File: src/rtl/alu_writeback.sv
// alu_writeback
//   Writeback stage behind the ALU. It accepts one result bundle per
//   handshake and commits it to the single register-file write port. A
//   bundle that carries a second result (MUL high word, DIV remainder)
//   takes two cycles to commit. The stage also holds the architectural
//   flag register and counts retired bundles.
//
// Ports
//   clk, rst          clock and asynchronous active-high reset
//   in_valid/in_ready bundle handshake (accept on valid && ready)
//   write_en[1:0]     bit0 writes result_0, bit1 writes result_1
//   flag_we, flag_in  optional flag-register commit
//   dest_0/dest_1     register indices for result_0/result_1
//   result_0/result_1 ALU results
//   rf_we/rf_waddr/rf_wdata  register-file write port (also the forwarding view)
//   flag_reg          committed flags
//   busy              high while a bundle is being committed
//   commit_count      retired bundles, wraps at 2^16
module alu_writeback #(
  parameter int DATA_W = 16,
  parameter int ADDR_W = 4
) (
  input  logic              clk,
  input  logic              rst,
  input  logic              in_valid,
  output logic              in_ready,
  input  logic [1:0]        write_en,
  input  logic              flag_we,
  input  logic [ADDR_W-1:0] dest_0,
  input  logic [ADDR_W-1:0] dest_1,
  input  logic [DATA_W-1:0] result_0,
  input  logic [DATA_W-1:0] result_1,
  input  logic [DATA_W-1:0] flag_in,
  output logic              rf_we,
  output logic [ADDR_W-1:0] rf_waddr,
  output logic [DATA_W-1:0] rf_wdata,
  output logic [DATA_W-1:0] flag_reg,
  output logic              busy,
  output logic [15:0]       commit_count
);

  typedef enum logic [1:0] {
    IDLE = 2'd0,
    WR0  = 2'd1,
    WR1  = 2'd2
  } state_t;

  state_t state_q, state_d;

  // Holding registers for the accepted bundle
  logic [1:0]        we_q;
  logic              flag_we_q;
  logic [ADDR_W-1:0] dest_0_q, dest_1_q;
  logic [DATA_W-1:0] result_0_q, result_1_q, flag_in_q;

  logic [DATA_W-1:0] flag_reg_q, flag_reg_d;
  logic [15:0]       commit_count_q, commit_count_d;

  logic accept;

  assign accept = in_valid && in_ready;

  // State register
  always_ff @(posedge clk or posedge rst) begin
    if (rst) begin
      state_q <= IDLE;
    end else begin
      state_q <= state_d;
    end
  end

  // Next-state logic. A new bundle always starts in WR0; in_ready already
  // excludes the one case (WR0 of a dual-write bundle) where that is illegal.
  always_comb begin
    state_d = IDLE;
    if (accept) begin
      state_d = WR0;
    end else if (state_q == WR0 && we_q[1]) begin
      state_d = WR1;
    end
  end

  // Output logic
  always_comb begin
    in_ready = 1'b0;
    rf_we    = 1'b0;
    rf_waddr = dest_0_q;
    rf_wdata = result_0_q;
    case (state_q)
      IDLE: begin
        in_ready = 1'b1;
        // Keep showing whichever write was issued last.
        if (we_q[1]) begin
          rf_waddr = dest_1_q;
          rf_wdata = result_1_q;
        end
      end
      WR0: begin
        in_ready = ~we_q[1];
        rf_we    = we_q[0];
      end
      WR1: begin
        in_ready = 1'b1;
        rf_we    = 1'b1;
        rf_waddr = dest_1_q;
        rf_wdata = result_1_q;
      end
      default: begin
        in_ready = 1'b0;
      end
    endcase
  end

  // Flags and retire count commit once per bundle, at the end of WR0,
  // regardless of which results the bundle writes.
  always_comb begin
    flag_reg_d     = flag_reg_q;
    commit_count_d = commit_count_q;
    if (state_q == WR0) begin
      commit_count_d = commit_count_q + 16'd1;
      if (flag_we_q) begin
        flag_reg_d = flag_in_q;
      end
    end
  end

  always_ff @(posedge clk or posedge rst) begin
    if (rst) begin
      we_q           <= '0;
      flag_we_q      <= 1'b0;
      dest_0_q       <= '0;
      dest_1_q       <= '0;
      result_0_q     <= '0;
      result_1_q     <= '0;
      flag_in_q      <= '0;
      flag_reg_q     <= '0;
      commit_count_q <= '0;
    end else begin
      flag_reg_q     <= flag_reg_d;
      commit_count_q <= commit_count_d;
      if (accept) begin
        we_q       <= write_en;
        flag_we_q  <= flag_we;
        dest_0_q   <= dest_0;
        dest_1_q   <= dest_1;
        result_0_q <= result_0;
        result_1_q <= result_1;
        flag_in_q  <= flag_in;
      end
    end
  end

  assign busy         = (state_q != IDLE);
  assign flag_reg     = flag_reg_q;
  assign commit_count = commit_count_q;

endmodule

File: config.mk
export PLATFORM = sky130hd
export DESIGN_NAME = alu_writeback
export DESIGN_NICKNAME = d
export VERILOG_FILES = /design/src/rtl/alu_writeback.sv
export SDC_FILE = /design/constraint.sdc
export NUM_CORES = 1
export LEC_CHECK = 0
export ABC_AREA = 1
export CAP_MARGIN = 20
export CORE_AREA = 2 2 117 91
export CTS_BUF_LIST = sky130_fd_sc_hd__clkbuf_16
export DETAILED_ROUTE_END_ITERATION = 12
export DIE_AREA = 0 0 119 93
export HOLD_SLACK_MARGIN = 0.02
export MAX_ROUTING_LAYER = met4
export PLACE_DENSITY = 0.84
export SETUP_SLACK_MARGIN = 0.5
export SLEW_MARGIN = 20
export SYNTH_ARGS = -nofsm -noshare
export SYNTH_HDL_FRONTEND = slang
export SYNTH_SLANG_ARGS = --single-unit
File: constraint.sdc
create_clock -name clk -period 2.6 [get_ports clk]
set_clock_uncertainty 0.05 [all_clocks]
set_input_delay 0.39 -clock clk [delete_from_list [all_inputs] [get_ports clk]]
set_output_delay 0.39 -clock clk [all_outputs]
set_load 0.03 [all_outputs]
# Word-level counts from Yosys, hierarchy flattened
# Index checks and enable logic that the tools add are counted.
# word_totals
register_bits	93
in_bits	62
output_inout_bits	55
# classes
n_addsub	1
n_eq_ne	2
mux	8
bitwise	1
reduce_logical	6
# op_table
op	n
$pmux 16 s2	1
$add 16x1->16 const B	1
$mux 16	1
$pmux 4 s2	1
$mux 2	2
$mux 4	1
$pmux 1 s2	2
$eq 2x1->1 const B	1
$eq 2x2->1 const B	1
$logic_and 1x1->1	2
$logic_not 2->1	1
$reduce_and 2->1	1
$reduce_bool 2->1	1
$reduce_or 2->1	1
$not 1->1	1

# Depth between registers and ports, before layout
# Gate-level depths: netlist of run 1.
# logic_depth
ltp_word	5
mapped_depth	12

# Worst setup path before layout of run 1
# OpenSTA, ideal clock, no wires.
# synth_timing
kind	reg2out
start	reg state_q[0]
end	out rf_waddr[0]
t_arrival_ns	1.489
slack_ns	0.671
stages_incl_launch_ff	7
n_path_buf	1
cell_sequence	dfrtp_1 inv_1 ha_1 nand2_1 o21ai_0 clkbuf_1 o22ai_1
# synth_between
elab_chain_len	2
elab_cells_between_ends	3
classes_between	eq/ne: 1; mux: 1; reduce/logical: 1
# synth_rtl
item	line	rtl
start: declaration	48	state_t state_q, state_d;
start signal: assignment	68	state_q <= state_d;
$eq 2x2->1 / $logic_not 2->1 (equally long branches)	89	case (state_q)
$pmux 4 s2 (*)	89	
end: declaration	35	output logic [ADDR_W-1:0] rf_waddr,
# Mark *: on every way between the ends. The rest lies on a longest branch, timed or not.

# Worst setup path after layout of run 1
# layout_timing
start	reg state_q[0]
end	out rf_wdata[12]
# layout_between
elab_chain_len	2
elab_cells_between_ends	3
classes_between	eq/ne: 1; mux: 1; reduce/logical: 1
# layout_rtl
item	line	rtl
$eq 2x2->1 / $logic_not 2->1 (equally long branches)	89	
$pmux 16 s2 (*)	89	
end: declaration	36	output logic [DATA_W-1:0] rf_wdata,
# Marked as above.

==> flow_metrics.tcl, run 1 <==
set metrics [dict create \
    status "finished clean" \
    gp_congestion 0.815 \
    cts_tree "done" \
    dieArea_um2 11100 \
    grt_pass1_vias 3470 \
    hp-class "reg -> reg" \
    root_buffer "clkbuf_16" \
    critical_path_arrival_ps 1770 \
    ys_ff_latch 93 \
    finalNetCount 660 \
    maxCapViolCount 0 \
    synthArstFlopShare 1.00 \
    grt_pass1_wl_mm 16.5 \
    cts-buffers-inserted 9 \
    drc 0 \
    synth_commonest_cells "nand2_1, dfrtp_1, inv_1" \
    place_hpwl_mm 6.91 \
    relSlewSlack 0.491 \
    vdd_drop_max_mv 0.555 \
    fp-row-count 32 \
    antenna_found_initial 0 \
    cp-start-kind "register" \
    syn_avg_cell_area_um2 8.90 \
    p_total_mw 7.80 \
    clkTransAtPathRegs_ps 60 \
    area_growth_pct 44.9 \
    final_area_um2 6060 \
    yosysWarningCount 0 \
    die_x_um 119 \
    power_density_nw_per_um2 1290 \
    drive_above_1_share 0.198 \
    cts_hold_buf 0 \
    clkSinkCount 93 \
    initial_core_util 0.420 \
    fillers 826 \
    synth_edf_count 0 \
    drt_iter0_markers 229 \
    multi_input_area_um2 1690 \
    wl_per_cell_um 13.7 \
    worstSkewPairLatency_ps 330 \
    finalSetupViolCount 0 \
    cp.required_ps 2160 \
    track_usage 0.192 \
    core_area_um2 9970 \
    route.antenna.remaining_nets 0 \
    pre_cts_slack_ps -0.456 \
    port_buffers 116 \
    num_vias 3413 \
    ys_types 28 \
    regToRegSetupSlack_ps 650 \
    clock.fmax_ghz 0.453 \
    die_y_um 93 \
    ioPinCount 117 \
    tightestPinTransition_ps 762 \
    ys_seq_area_frac 0.556 \
    firstDrtPassIters 5 \
    synth.area.top_cells "dfrtp_1, nand2_1, inv_1" \
    overflow 0 \
    n_antenna_cell 0 \
    grt_max_degree 61 \
    synthesis.nets 537 \
    syn-instance-count 470 \
    final_core_utilization 0.608 \
    fin_ws_ps 393 \
    layout_min_cycle_time_ps 2210 \
    htree_num_levels 3 \
    finalWirelength_mm 10.0 \
    min_period_over_period 0.849 \
    p_leak_nw 3.02 \
    rsz0062_at_grt "true" \
    end_kind "output port" \
    crit_fanout 6 \
    yosys.area.top_type "dfrtp_1" \
    clockBufferDepth 2 \
    regArea_um2 2330 \
    vias_per_cell 4.67 \
    yosysMostFrequentCell "nand2_1" \
    synth_top_area_frac 0.556 \
    ys.flop_type "dfrtp_1" \
    crit_type "reg -> out" \
    finalHoldViolCount 0 \
    syn_area_um2 4180 \
    slew_violations 0 \
    place_area_um2 5450 \
]
## what timing repair did
action / CTS / global route
resized for setup: 166 / 28
endpoints found under the setup margin: 36 / 82
pin swaps: 2 / 2
setup buffers: 4 / 3
cloned: 1 / 0
hold endpoints to repair: 0 / 0
## worst max-delay path, cell delays in order (launching register included)
cell and delay, ps:
dfrtp_1 390, inv_2 120, ha_4 190, inv_4 40, o21ai_4 250, buf_6 200, o22ai_2 90, buf_6 150
## metrics by stage
| step | TNS [ps] | hold slack, ps | std cells |
|---|---|---|---|
| final | 0 | 426 | 731 |
| after global routing | 0 | 443 | 731 |
| after CTS | 0 | 429 | 728 |
| after detailed placement | -0.456 | 413 | 710 |
| after global placement | 0 | 408 | 710 |
| after floorplan | 0 | 395 | 470 |
## cells in the final DEF, fill, tap and decap left out, types with 3 or more instances in the layout
master,Yosys,final
nand2_2,20,21
nand2_1,194,193
ha_4,0,3
xor2_1,7,7
inv_4,1,3
clkbuf_16,0,9
nor2_1,14,14
nand3_1,7,7
o22ai_2,0,14
o22ai_4,0,5
clkdlybuf4s50_1,0,93
mux2_2,16,16
xnor2_1,3,3
inv_1,59,56
buf_6,4,24
dfrtp_1,93,92
buf_4,1,7
## report_power, final
part           internal, mW  switching, mW  total (mW)
registers              2.07          0.395        2.46
clock network         0.819          0.485        1.30
logic                  1.70           2.33        4.03
## final cells by class
class / count / share of cell area
flip-flops and latches: 93 / 0.384
multi-input cells: 297 / 0.279
repair buffers: 130 / 0.219
inverters: 62 / 0.0415
clock buffers: 9 / 0.0371
well taps: 136 / 0.0281
clock inverters: 4 / 0.0111
## logic make-up after synthesis
kind of cell               after synthesis  share of synthesized area
and+or+nand+nor                        241                      0.235
DFF                                     93                      0.556
buffers and inverters                   80                     0.0915
AOI/OAI and AO/OA                       25                     0.0380
muxes                                   16                     0.0431
xor gates and xnor gates                10                     0.0209
adders and majority gates                5                     0.0150
## layer usage
layer	vias to the layer above	share of wire	global-route usage
li1	1674	-	-
met1	1615	0.45	0.235
met5	-	0	-
met4	0	0.015	0.0556
met3	14	0.053	0.0537
met2	110	0.49	0.315
## final timing paths
check | cells after the start | to | from
max in group asynchronous | 3 | flag_reg[13] | rst
max | 7 | rf_wdata[12] | state_q[0]
min | 2 | flag_in_q[12] | flag_in_q[12]
min in group asynchronous | 2 | dest_0_q[0] | rst
max reg2reg | 11 | result_0_q[9] | state_q[0]
min reg2reg | 2 | flag_in_q[12] | flag_in_q[12]
No activity file was read; power rests on OpenSTA's default activity.
==> run 2, diff against run 1 <==
clock period = 2 ns   (was 2.6 ns; I/O delays follow)
==> run 2 against run 1 <==
Effect of this change: global-route usage rose by 3.2 points; critical path type unchanged; largest power group unchanged; critical endpoint is now rf_wdata[1]; the flow now finishes with violations (negative setup slack); power is 39% higher; critical path depth is 1 lower; highest routed layer unchanged; sequential cell count did not move; non-clock buffer count increased by 7; final area is 5.5% higher; count of clock-buffer cells in the layout unchanged.
==> flow_metrics.tcl, run 2 (synthesis gave the netlist of run 1 again) <==
set metrics [dict create \
    status "complete, but fails checks" \
    violations "negative setup slack" \
    vdd_drop_max_mv 1.11 \
    gp_congestion 0.841 \
    pre_cts_slack_ps 105 \
    multi_input_area_um2 1790 \
    core_area_um2 9970 \
    p_int_mw 6.27 \
    overflow 0 \
    place_area_um2 5560 \
    dieArea_um2 11100 \
    cts_tree "done" \
    ioPinCount 117 \
    maxCapViolCount 0 \
    finalSetupViolCount 22 \
    track_usage 0.224 \
    p_total_mw 10.8 \
    antenna_found_initial 0 \
    end_kind "output port" \
    drc 0 \
    clockBufferDepth 2 \
    layout_min_cycle_time_ps 2140 \
    clock.fmax_ghz 0.467 \
    firstDrtPassIters 5 \
    initial_core_util 0.420 \
    grt_pass1_wl_mm 18.6 \
    final_area_um2 6400 \
    min_period_over_period 1.07 \
    worstSkewPairLatency_ps 330 \
    switchingPower_mw 4.57 \
    tightestPinTransition_ps 481 \
    drt_iter0_markers 270 \
    root_buffer "clkbuf_16" \
    cts-buffers-inserted 9 \
    htree_num_levels 3 \
    p_comb_frac 0.539 \
    die_y_um 93 \
    crit_fanout 20 \
    seq_power_share 0.298 \
    port_buffers 116 \
    grt_max_degree 94 \
    rsz0062_at_grt "true" \
    die_x_um 119 \
    num_vias 3638 \
    finalWirelength_mm 11.5 \
    layout_commonest_cell "nand2_1" \
    hp-class "in -> async" \
    wl_per_cell_um 15.4 \
    place_hpwl_mm 6.66 \
    hold_ws_ps 420 \
    cp.required_ps 1650 \
    finalHoldViolCount 0 \
    power_density_nw_per_um2 1700 \
    critical_path_arrival_ps 1790 \
    cts_hold_buf 0 \
    swShare 0.422 \
    fin_ws_ps -142 \
    finalNetCount 670 \
    route.antenna.remaining_nets 0 \
    clkTransAtPathRegs_ps 60 \
    area_growth_pct 52.9 \
    fp-row-count 32 \
    layout_common_cells "nand2_1, dfrtp_1, clkdlybuf4s50_1" \
    power_frac_clock 0.163 \
    cp-start-kind "register" \
    drive_above_1_share 0.250 \
    crit_type "reg -> out" \
    vias_per_cell 4.89 \
    clkSinkCount 93 \
    relSlewSlack 0.679 \
    p_leak_nw 3.21 \
    fillers 757 \
    n_antenna_cell 0 \
    regArea_um2 2330 \
    slew_violations 0 \
    grt_pass1_vias 3693 \
]
## run 2: what timing repair did
action | CTS | global route
hold endpoints to repair | 0 | 0
endpoints found under the setup margin | 140 | 124
buffers inserted | 8 | 0
cloned | 9 | 0
pin swaps | 2 | 0
resized for setup | 126 | 19
## run 2: final timing paths
| check | slack (ps) | startpoint | cells after the start | endpoint |
|---|---|---|---|---|
| max | -140 | state_q[1] | 6 | rf_wdata[1] |
| min | 420 | rst | 3 | commit_count[13] |
| max reg2reg | 170 | state_q[1] | 11 | result_1_q[1] |
| min reg2reg | 420 | flag_in_q[4] | 2 | flag_in_q[4] |
| max in group asynchronous | 1110 | rst | 3 | commit_count[9] |
| min in group clk | 420 | flag_in_q[4] | 2 | flag_in_q[4] |
## run 2: area by class of cell
class	count	share of cell area
Inverter	62	0.0403
Timing Repair Buffer	137	0.237
Tap cell	136	0.0266
Clock inverter	7	0.0125
Clock buffer	9	0.0352
Multi-Input combinational cell	299	0.279
Sequential cell	93	0.365
Timing Repair inverter	1	0.00469
## run 2: worst max-delay path: stages (launching register included)
cell and delay (ps):
dfrtp_1 430, ha_4 190, buf_4 140, a21oi_4 140
buf_12 230, o22ai_1 120, buf_4 180
## run 2: routing by layer
layer / vias to the layer above / GRT usage / wire [um]
met4: 0 / 0.0704 / 148
li1: 1694 / - / -
met1: 1776 / 0.290 / 5100
met2: 149 / 0.358 / 5610
met3: 19 / 0.0463 / 625
met5: - / - / 0
## run 2: power by group through the flow
stage	clock (mW)	combinational (mW)	sequential, mW
final	1.77	5.84	3.23
after global routing	1.88	6.22	3.33
after CTS	1.79	5.77	3.21
after detailed placement	0	4.84	3.20
after global placement	0	4.72	3.15
after floorplan	0	2.99	3.48
## run 2: through the flow
step | utilization | TNS, ps | cells
floorplan | - | 0 | 470
global placement | 0.557 | 0 | 711
detailed placement | 0.557 | 0 | 711
CTS | 0.639 | -2090 | 744
global route | 0.642 | -3960 | 744
finish | 0.642 | -2360 | 744
==> run 3, diff against run 2 <==
CAP_MARGIN = unset   (was 20)
SETUP_SLACK_MARGIN = unset   (was 0.5)
==> run 3 against run 2 <==
Effect of this change: register-to-register slack improved by 30 ps; global-route usage fell by 2.4 points; final area fell by 5.7%; sequential power barely moved; hold slack got worse by 23 ps; fmax rose by 3.1%; power fell by 7.8%; combinational power fell by 11%; setup slack improved by 63 ps; clock power fell by 9%; die area did not move; the run still ends with negative setup slack left; sequential cell count did not move.
==> flow_metrics.tcl, run 3 (synthesis gave the netlist of run 1 again) <==
set metrics [dict create \
    layout_min_cycle_time_ps 2080 \
    place_hpwl_mm 6.84 \
    hp-class "in -> async" \
    fin_ws_ps -78.2 \
    gp_congestion 0.828 \
    placedCellCount 716 \
    root_buffer "clkbuf_16" \
    route.antenna.remaining_nets 0 \
    layout_commonest_cell "nand2_1" \
    clkSinkCount 93 \
    crit_fanout 9 \
    cts-buffers-inserted 9 \
    worstSetupEndpoint "rf_waddr[3]" \
    finalNetCount 664 \
    power_density_nw_per_um2 1660 \
    path_buf_inv 4 \
    n_antenna_cell 0 \
    drc 0 \
    wl_per_cell_um 13.9 \
    cp_top_family "buffers and inverters" \
    cp-start-kind "register" \
    p_leak_nw 3.03 \
    layout_common_cells "nand2_1, dfrtp_1, clkdlybuf4s50_1" \
    overflow 0 \
    drt_iter0_markers 196 \
    r2r_end "flag_in_q[11]" \
    status "complete, but fails checks" \
    drive_above_1_share 0.191 \
    clkTransAtPathRegs_ps 60 \
    startpoint "state_q[0]" \
    die_x_um 119 \
    core_area_um2 9970 \
    area_growth_pct 44.1 \
    crit_type "reg -> out" \
    switchingPower_mw 4.16 \
    r2r_cells 11 \
    fin_setup_tns_ps -1190 \
    finalSetupViolCount 20 \
    crit_chain "inv_2 > ha_4 > buf_4 > a21oi_4 > buf_6 > o22ai_1 > buf_4" \
    initial_core_util 0.420 \
    grt_max_degree 94 \
    critical_path.most_common_cell "buf_4" \
    timing.rr.start "state_q[0]" \
    maxCapViolCount 0 \
    rsz0062_at_grt "true" \
    finalHoldViolCount 0 \
    cp.required_ps 1650 \
    p_comb_frac 0.518 \
    worstSkewPairLatency_ps 330 \
    dieArea_um2 11100 \
    firstDrtPassIters 4 \
    regToRegSetupSlack_ps 200 \
    clock.fmax_ghz 0.481 \
    track_usage 0.200 \
    finalWirelength_mm 10.2 \
    num_vias 3467 \
    vias_per_cell 4.70 \
    seq_power_share 0.321 \
    fp-row-count 32 \
    htree_num_levels 3 \
    p_int_mw 5.83 \
    end_kind "output port" \
    port_buffers 116 \
    die_y_um 93 \
    ioPinCount 117 \
    relSlewSlack 0.674 \
    vdd_drop_max_mv 1.05 \
    min_period_over_period 1.04 \
    cts_tree "done" \
    slowest_delay_ps 370 \
    slowest_stage "dfrtp_1" \
    cp.depth 7 \
    grt_pass1_vias 3536 \
    power_frac_clock 0.162 \
    finalNonFillerCells 738 \
    grt_pass1_wl_mm 17.0 \
    tightestPinTransition_ps 488 \
    violations "negative setup slack" \
    slew_violations 0 \
    antenna_found_initial 0 \
    swShare 0.416 \
    critical_path_arrival_ps 1730 \
    clockBufferDepth 2 \
]
-- run 3: cell types whose count changed in the layout (fill, tap and decap cells not counted), sizes merged, moves of 2 or more --
cell	previous run	this run
clkdlybuf4s15	11	0
bufbuf	3	0
nand2	217	215
dlygate4sd2	14	0
clkinv	6	4
clkbuf	14	9
clkdlybuf4s50	61	93
-- run 3: worst min path at each step --
stage | endpoint | slack [ps] | startpoint | depth (start not counted)
final | commit_count[2] | 400 | rst | 3
after global routing | commit_count[10] | 440 | rst | 3
after CTS | flag_in_q[13] | 430 | flag_in_q[13] | 2
after detailed placement | flag_in_q[7] | 410 | flag_in_q[7] | 2
after global placement | flag_in_q[14] | 410 | flag_in_q[14] | 2
after floorplan | dest_0_q[3] | 350 | dest_0[3] | 2
-- run 3: worst register-to-register path: stages, from the launching register on --
cell and delay (ps):
dfrtp_1 370, inv_2 80, ha_4 170, buf_4 120, nor2_1 120, o21ai_2 70
nand2_1 80, inv_2 50, nand2_4 80, buf_4 320, nand2_1 130, nand2_1 90
-- run 3: power groups by stage --
| stage | sequential (mW) | combinational [mW] | clock, mW |
|---|---|---|---|
| CTS | 3.20 | 4.88 | 1.66 |
| floorplan | 3.48 | 2.54 | 0 |
| global route | 3.30 | 5.55 | 1.75 |
| global placement | 3.16 | 4.45 | 0 |
| detailed placement | 3.20 | 4.57 | 0 |
| finish | 3.20 | 5.17 | 1.61 |
-- run 3: timing repair --
action	4_1_cts	5_1_grt
endpoints found under the setup margin	22	21
gates cloned	2	0
setup buffers	4	0
resized for setup	23	22
hold buffers	0	0
pin swaps	2	1
-- run 3: area by class of cell --
cell class / count / area, um^2
Clock inverter: 7 / 57.6
Fill cell: 817 / 3940
Inverter: 62 / 244
Timing Repair Buffer: 134 / 1370
Sequential cell: 93 / 2330
Tap cell: 136 / 170
Multi-Input combinational cell: 297 / 1630
Clock buffer: 9 / 225
-- run 3: per-layer routing --
layer  vias up  part of all wire  global-route usage
met5         -                 0                   -
met4         0             0.016              0.0546
met3        15             0.071              0.0640
met2       101              0.49               0.327
met1      1672              0.43               0.242
li1       1679                 -                   -
-- run 3: stage by stage --
step                power (mW)  setup slack, ps  area [um^2]  hold WS [ps]   util
floorplan                 6.02              161         4190           354      -
global placement          7.62              202         5490           408  0.551
detailed placement        7.77              164         5490           414  0.551
CTS                       9.73            -59.5         5920           432  0.594
global route              10.6             -165         6030           440  0.605
finish                    9.99            -78.2         6030           397  0.605
